## src/rtl/drvr_fifo_pkg.sv

```systemverilog
// Shared types and width helpers for the driver FIFO bank.
// Every channel sizes its pointers and occupancy counter from these helpers.
package drvr_fifo_pkg;

  typedef enum logic {OVF_DROP = 1'b0, OVF_OVERWRITE = 1'b1} ovf_mode_e;

  function automatic int ptr_w(input int depth);
    return (depth > 1) ? $clog2(depth) : 1;
  endfunction

  function automatic int cnt_w(input int depth);
    return $clog2(depth + 1);
  endfunction

endpackage

```

## src/rtl/drvr_fifo_chnl.sv

```systemverilog
// Single first-word-fall-through channel. The head entry comes from a mux of
// registered storage and pointer, so no input has a combinational path to any output.
module drvr_fifo_chnl
  import drvr_fifo_pkg::*;
#(
  parameter int PCKG  = 16,
  parameter int DEPTH = 8,
  parameter int MODE  = 0
) (
  input  logic                      clk,
  input  logic                      reset,
  input  logic                      push,
  input  logic [PCKG-1:0]           D_push,
  input  logic                      pop,
  input  logic                      err_clr,
  output logic [PCKG-1:0]           D_pop,
  output logic                      pndng,
  output logic                      full,
  output logic [cnt_w(DEPTH)-1:0]   count,
  output logic                      ovf,
  output logic                      udf
);

  localparam int             PW       = ptr_w(DEPTH);
  localparam int             CW       = cnt_w(DEPTH);
  localparam logic [PW-1:0]  PTR_LAST = PW'(DEPTH - 1);
  localparam logic [CW-1:0]  CNT_FULL = CW'(DEPTH);
  localparam bit             OVR      = (ovf_mode_e'(MODE) == OVF_OVERWRITE);

  logic [PCKG-1:0] r_mem [DEPTH];
  logic [PW-1:0]   r_wptr, r_rptr;
  logic [CW-1:0]   r_count;
  logic            r_ovf, r_udf;

  logic w_empty, w_full, w_wr, w_rd, w_ovf_evt, w_udf_evt;

  // Depth need not be a power of two, so wrap by compare rather than truncation.
  function automatic logic [PW-1:0] ptr_inc(input logic [PW-1:0] p);
    return (p == PTR_LAST) ? '0 : p + PW'(1);
  endfunction

  always_comb begin
    w_empty   = (r_count == '0);
    w_full    = (r_count == CNT_FULL);
    w_wr      = push && (!w_full || pop || OVR);
    w_rd      = (pop && !w_empty) || (push && w_full && OVR);
    w_ovf_evt = push && w_full && !pop;
    w_udf_evt = pop && w_empty;
  end

  always_ff @(posedge clk) begin
    if (reset) begin
      r_wptr  <= '0;
      r_rptr  <= '0;
      r_count <= '0;
      r_ovf   <= 1'b0;
      r_udf   <= 1'b0;
    end else begin
      if (w_wr) r_wptr <= ptr_inc(r_wptr);
      if (w_rd) r_rptr <= ptr_inc(r_rptr);
      if (w_wr && !w_rd)      r_count <= r_count + CW'(1);
      else if (w_rd && !w_wr) r_count <= r_count - CW'(1);
      // A fresh event in the clearing cycle keeps the flag set.
      r_ovf <= w_ovf_evt || (r_ovf && !err_clr);
      r_udf <= w_udf_evt || (r_udf && !err_clr);
    end
  end

  always_ff @(posedge clk) begin
    if (w_wr && !reset) r_mem[r_wptr] <= D_push;
  end

  assign D_pop = w_empty ? '0 : r_mem[r_rptr];
  assign pndng = !w_empty;
  assign full  = w_full;
  assign count = r_count;
  assign ovf   = r_ovf;
  assign udf   = r_udf;

endmodule

```

## src/rtl/drvr_fifo_bank.sv

```systemverilog
// Bank of independent per-driver FIFOs feeding the bus arbiter.
// Channels share only the clock and reset.
module drvr_fifo_bank
  import drvr_fifo_pkg::*;
#(
  parameter int DRIVERS = 4,
  parameter int PCKG    = 16,
  parameter int DEPTH   = 8,
  parameter int MODE    = 0
) (
  input  logic                                  clk,
  input  logic                                  reset,
  input  logic [DRIVERS-1:0]                    push,
  input  logic [DRIVERS-1:0][PCKG-1:0]          D_push,
  input  logic [DRIVERS-1:0]                    pop,
  output logic [DRIVERS-1:0][PCKG-1:0]          D_pop,
  output logic [DRIVERS-1:0]                    pndng,
  output logic [DRIVERS-1:0]                    full,
  output logic [DRIVERS-1:0][cnt_w(DEPTH)-1:0]  count,
  output logic [DRIVERS-1:0]                    ovf,
  output logic [DRIVERS-1:0]                    udf,
  input  logic [DRIVERS-1:0]                    err_clr
);

  for (genvar g = 0; g < DRIVERS; g++) begin : g_chnl
    drvr_fifo_chnl #(
      .PCKG  (PCKG),
      .DEPTH (DEPTH),
      .MODE  (MODE)
    ) u_chnl (
      .clk     (clk),
      .reset   (reset),
      .push    (push[g]),
      .D_push  (D_push[g]),
      .pop     (pop[g]),
      .err_clr (err_clr[g]),
      .D_pop   (D_pop[g]),
      .pndng   (pndng[g]),
      .full    (full[g]),
      .count   (count[g]),
      .ovf     (ovf[g]),
      .udf     (udf[g])
    );
  end

endmodule

```

## config.mk

```make
export PLATFORM = sky130hd
export DESIGN_NAME = drvr_fifo_bank
export DESIGN_NICKNAME = d
export VERILOG_FILES = /design/src/rtl/drvr_fifo_pkg.sv /design/src/rtl/drvr_fifo_chnl.sv /design/src/rtl/drvr_fifo_bank.sv
export SDC_FILE = /design/constraint.sdc
export NUM_CORES = 1
export LEC_CHECK = 0
export CORE_UTILIZATION = 55
export DETAILED_ROUTE_END_ITERATION = 7
export GPL_ROUTABILITY_DRIVEN = 0
export GPL_TIMING_DRIVEN = 0
export PLACE_DENSITY = 0.78
export RECOVER_POWER = 25
export SYNTH_ARGS = -nofsm -noshare
export SYNTH_HDL_FRONTEND = slang
export SYNTH_HIERARCHICAL = 1
export SYNTH_SLANG_ARGS = --single-unit
```

## constraint.sdc

```tcl
create_clock -name clk -period 3.5 [get_ports clk]
set_input_delay 0.35 -clock clk [delete_from_list [all_inputs] [get_ports clk]]
set_output_delay 0.35 -clock clk [all_outputs]
set_load 0.005 [all_outputs]
```

==> results by stage <==
Run status:
- The run finished with clean final reports.

Power and ir drop:
- Summed over all cells, the static leakage comes to between 0.008 and 0.009 uW.
- The cell area power density is approximately 680 nW/um^2.
- The worst-case IR drop observed on VDD is 0.7326 mV.

Yosys:
- Yosys mapped a number of flops with a built-in enable equal to 512.
- In this run, synthesis produced a sequential element count of 572.
- The cell area that synthesis handed to floorplanning was between 20000 and 25000 um^2.
- Of all cell types, the one taking the most synthesized area is sky130_fd_sc_hd__edfxtp_1.
- The sequential share of the synthesized area is 73.78%.
- The most common flop cell mapped by yosys is sky130_fd_sc_hd__edfxtp_1.
- Each instance of the synthesized netlist takes up on average roughly 20 um^2.
- Sorting the synthesized cells by area gives the leading types as sky130_fd_sc_hd__edfxtp_1, sky130_fd_sc_hd__mux4_2, sky130_fd_sc_hd__dfxtp_1.
- The synthesized netlist contains 34 unique library cells.
- Counting instances in the post-synthesis netlist gives the leading cell types as sky130_fd_sc_hd__edfxtp_1, sky130_fd_sc_hd__mux4_2, sky130_fd_sc_hd__nor2_1.
- After synthesis, the largest area contributor takes up about two thirds of total cell area.
- During synthesis, Yosys emitted a total of 6 warnings.
- The synthesized net count is about 1300.
- The proportion of register bits with asynchronous set or reset after synthesis is 0%.
- The cell count after synthesis is 1148.
- Yosys instantiated no cell more often than sky130_fd_sc_hd__edfxtp_1.

CTS:
- The post-CTS setup buffer count is 0.
- Clock-pin slew was measured on the worst setup and hold paths at roughly 60 ps.
- The number of hold buffers added after cts is 0.
- The root cell of the clock tree is sky130_fd_sc_hd__clkbuf_16.
- TritonCTS built the clock tree.
- CTS saw between 500 and 600 sinks.
- The H-tree was split into 2 levels.
- In this run, CTS created clock tree buffers numbering 54.
- Post-CTS repair changed the size of 0 cells.
- The worst-case clock buffer depth is 3.
- The clock latency on the worst-skew pair is slightly below 600 ps.

Die:
- The floorplan step defined a die boundary enclosing about 42000 um^2.
- In this run the horizontal extent of the chip is 204.1 um.
- Row generation in the floorplan step produced 73 rows.
- The initial utilization of the core area, before any placement, comes to between 50% and 60%.
- The die extent in y is 204.1 um.
- The area of the core is approximately 40000 um^2.
- Pin placement for this block handled around 170 I/O pins.

Critical path:
- The critical path endpoint category is an output pin.
- Walking the worst path, the cells encountered are nor4_4 > clkbuf_1 > nor2_1 > clkdlybuf4s50_1.
- The critical path required time is between 3000 and 4000 ps.
- In this run the worst path has a maximum fanout of 10.
- The number of cells on the worst reg-to-reg path is 10.
- The slowest stage of the critical path is the sky130_fd_sc_hd__nor4_4 cell.
- STA puts the critical path data arrival time at approximately 3000 ps.
- The largest stage delay on the critical path is roughly 740 ps.
- The worst setup path is launched from a flip-flop.
- The critical path in this run is classified as reg -> out.

Job:
- Across the run, the number of max-cap violations was 0.

Routing:
- The via density per instance is just under 6.
- The routed wire length is approximately 47 mm.
- Once detail routing completed, the nets flagged for antenna violations numbered 0.
- The average wire length per cell after detail routing is roughly 24 um.
- The number of remaining DRC errors is 0.
- The first TritonRoute pass finished after 5 iterations.
- The routed layout has 11560 vias.
- The number of violations reported at the end of detailed-routing iteration 0 is about 880.

STA:
- The number of failing hold endpoints at the final stage is 0.
- The max-slew violation count came to 0.
- The count of final setup violators is 0.
- Setup repair after global routing left no endpoint under its margin.
- Final hold analysis gives a worst-case slack of roughly 470 ps.
- In this run the tightest slew margin relative to its limit is 10.92%.
- The clock skew after layout is between 15 and 20 ps.
- The fraction of the cycle the final worst path needs is between 90% and 100%.
- For the pin with the worst max-slew slack, the measured transition is between 1000 and 1500 ps.
- Based on the critical path, the design can be clocked at up to 303.0 MHz.
- The worst path in the final design needs a cycle of between 3000 and 4000 ps, including I/O delays and setup.

Layout:
- The synthesis-to-layout area growth is 22.06%.
- After the last flow step, the layout net total stands at 1531.
- Once layout is complete, the cells apart from fillers number ~2000.
- Cells fill approximately 69% of the core in the end.
- The ratio of cells with drive above 1 in the final layout is about a quarter.

Min path:
- The number of cells on the worst hold path is 4.
- The class of the tightest hold or removal check is in -> reg.

Placement:
- The sum of net half-perimeters after detailed placement is approximately 31 mm.
- Counting tap cells, the placed design contains a total of 1890 instances.
- Input and output buffers added on the ports amount to about 170.

GRT:
- The initial antenna violation count is 4.
- The wire length of the first global-routing pass is about 71 mm.
- The largest net degree at the start of global routing is 33.
- The total routing resource utilization after global routing is 23.22%.
- The number of global-route vias before repair is around 12000.
- The leftover overflow at the end of global routing is 0.
==> layout by cell type (no fill, tap or decap), types with 24 or more instances in the layout <==
master                            instances
sky130_fd_sc_hd__edfxtp_1               512
sky130_fd_sc_hd__clkdlybuf4s50_1        133
sky130_fd_sc_hd__mux4_2                 128
sky130_fd_sc_hd__nor2_1                 104
sky130_fd_sc_hd__mux2i_1                 72
sky130_fd_sc_hd__dfxtp_1                 60
sky130_fd_sc_hd__clkbuf_16               57
sky130_fd_sc_hd__dlygate4sd3_1           40
sky130_fd_sc_hd__a21oi_1                 32
sky130_fd_sc_hd__nand2_1                 28
sky130_fd_sc_hd__ha_1                    28
sky130_fd_sc_hd__buf_4                   24
==> per-stage QoR <==
stage	setup WS [ps]	setup TNS, ps	total power, uW	cell area [um^2]
2_1_floorplan	686.5	0	10570	22470
4_1_cts	82.07	0	18810	27420
3_3_place_gp	-1917	-490890	12430	24860
5_1_grt	17.60	0	19390	27420
6_report	199.3	0	18630	27420
3_5_place_dp	12.61	0	12580	25500
==> worst paths after layout <==
| check | endpoint | slack [ps] | start |
|---|---|---|---|
| max reg2reg | g_chnl[3].u_chnl/count[3] | 380 | g_chnl[3].u_chnl/count[1] |
| max | D_pop[30] | 200 | g_chnl[1].u_chnl/count[1] |
| min reg2reg | flip-flop | 480 | g_chnl[0].u_chnl/r_rptr[1] |
| min | g_chnl[3].u_chnl/ovf | 470 | err_clr[3] |
==> critical path: cells and delay by family (launching register included) <==
family	cells	cell delay [ps]
flops	1	400
simple gates	2	910
buf+inv	2	1050
==> per-layer routing <==
layer  track usage (%)  up-vias  share of wire, %
li1                  -     5165                 -
met1             30.20     5952                41
met2             39.46      375                51
met3             4.528       65               5.9
met4             7.623        2               2.0
met5                 0        -             0.023
==> state kept, by name (all words and copies together), names as in the netlist, named ones only <==
register and cells:
g_chnl.u_chnl/count 16, g_chnl.u_chnl/r_rptr 12, g_chnl.u_chnl/r_wptr 12, g_chnl.u_chnl/udf 4, g_chnl.u_chnl/ovf 4, g_chnl.u_chnl/r_mem 512
==> kinds of logic (layout without fill, tap and decap cells) <==
kind of cell / count (synthesis) / after routing / synth area share, %
buf+inv: 64 / 383 / 1.314
xor+xnor: 8 / 8 / 0.3118
compound gates: 48 / 48 / 1.403
other cells: 0 / 3 / 0
mux: 204 / 204 / 16.24
fa+ha+maj: 32 / 32 / 1.916
simple gates: 220 / 220 / 5.035
flops: 572 / 572 / 73.78
==> layout make-up <==
cell class / instances / area (um^2)
repair buffers: 217 / 2227
clock buffers: 69 / 1491
diodes: 3 / 7.507
clock inverters: 33 / 422.9
inverters: 16 / 60.06
fillers: 2485 / 12580
well taps: 525 / 656.9
flip-flops and latches: 572 / 16580
multi-input cells: 512 / 5746
plain buffers: 48 / 235.2
==> where the power goes <==
| group | switching (uW) | internal (uW) | total, uW |
|---|---|---|---|
| Combinational | 2070 | 2380 | 4460 |
| Clock | 2460 | 3750 | 6210 |
| Sequential | 250 | 7720 | 7970 |
(Power assumes the default switching activity.)
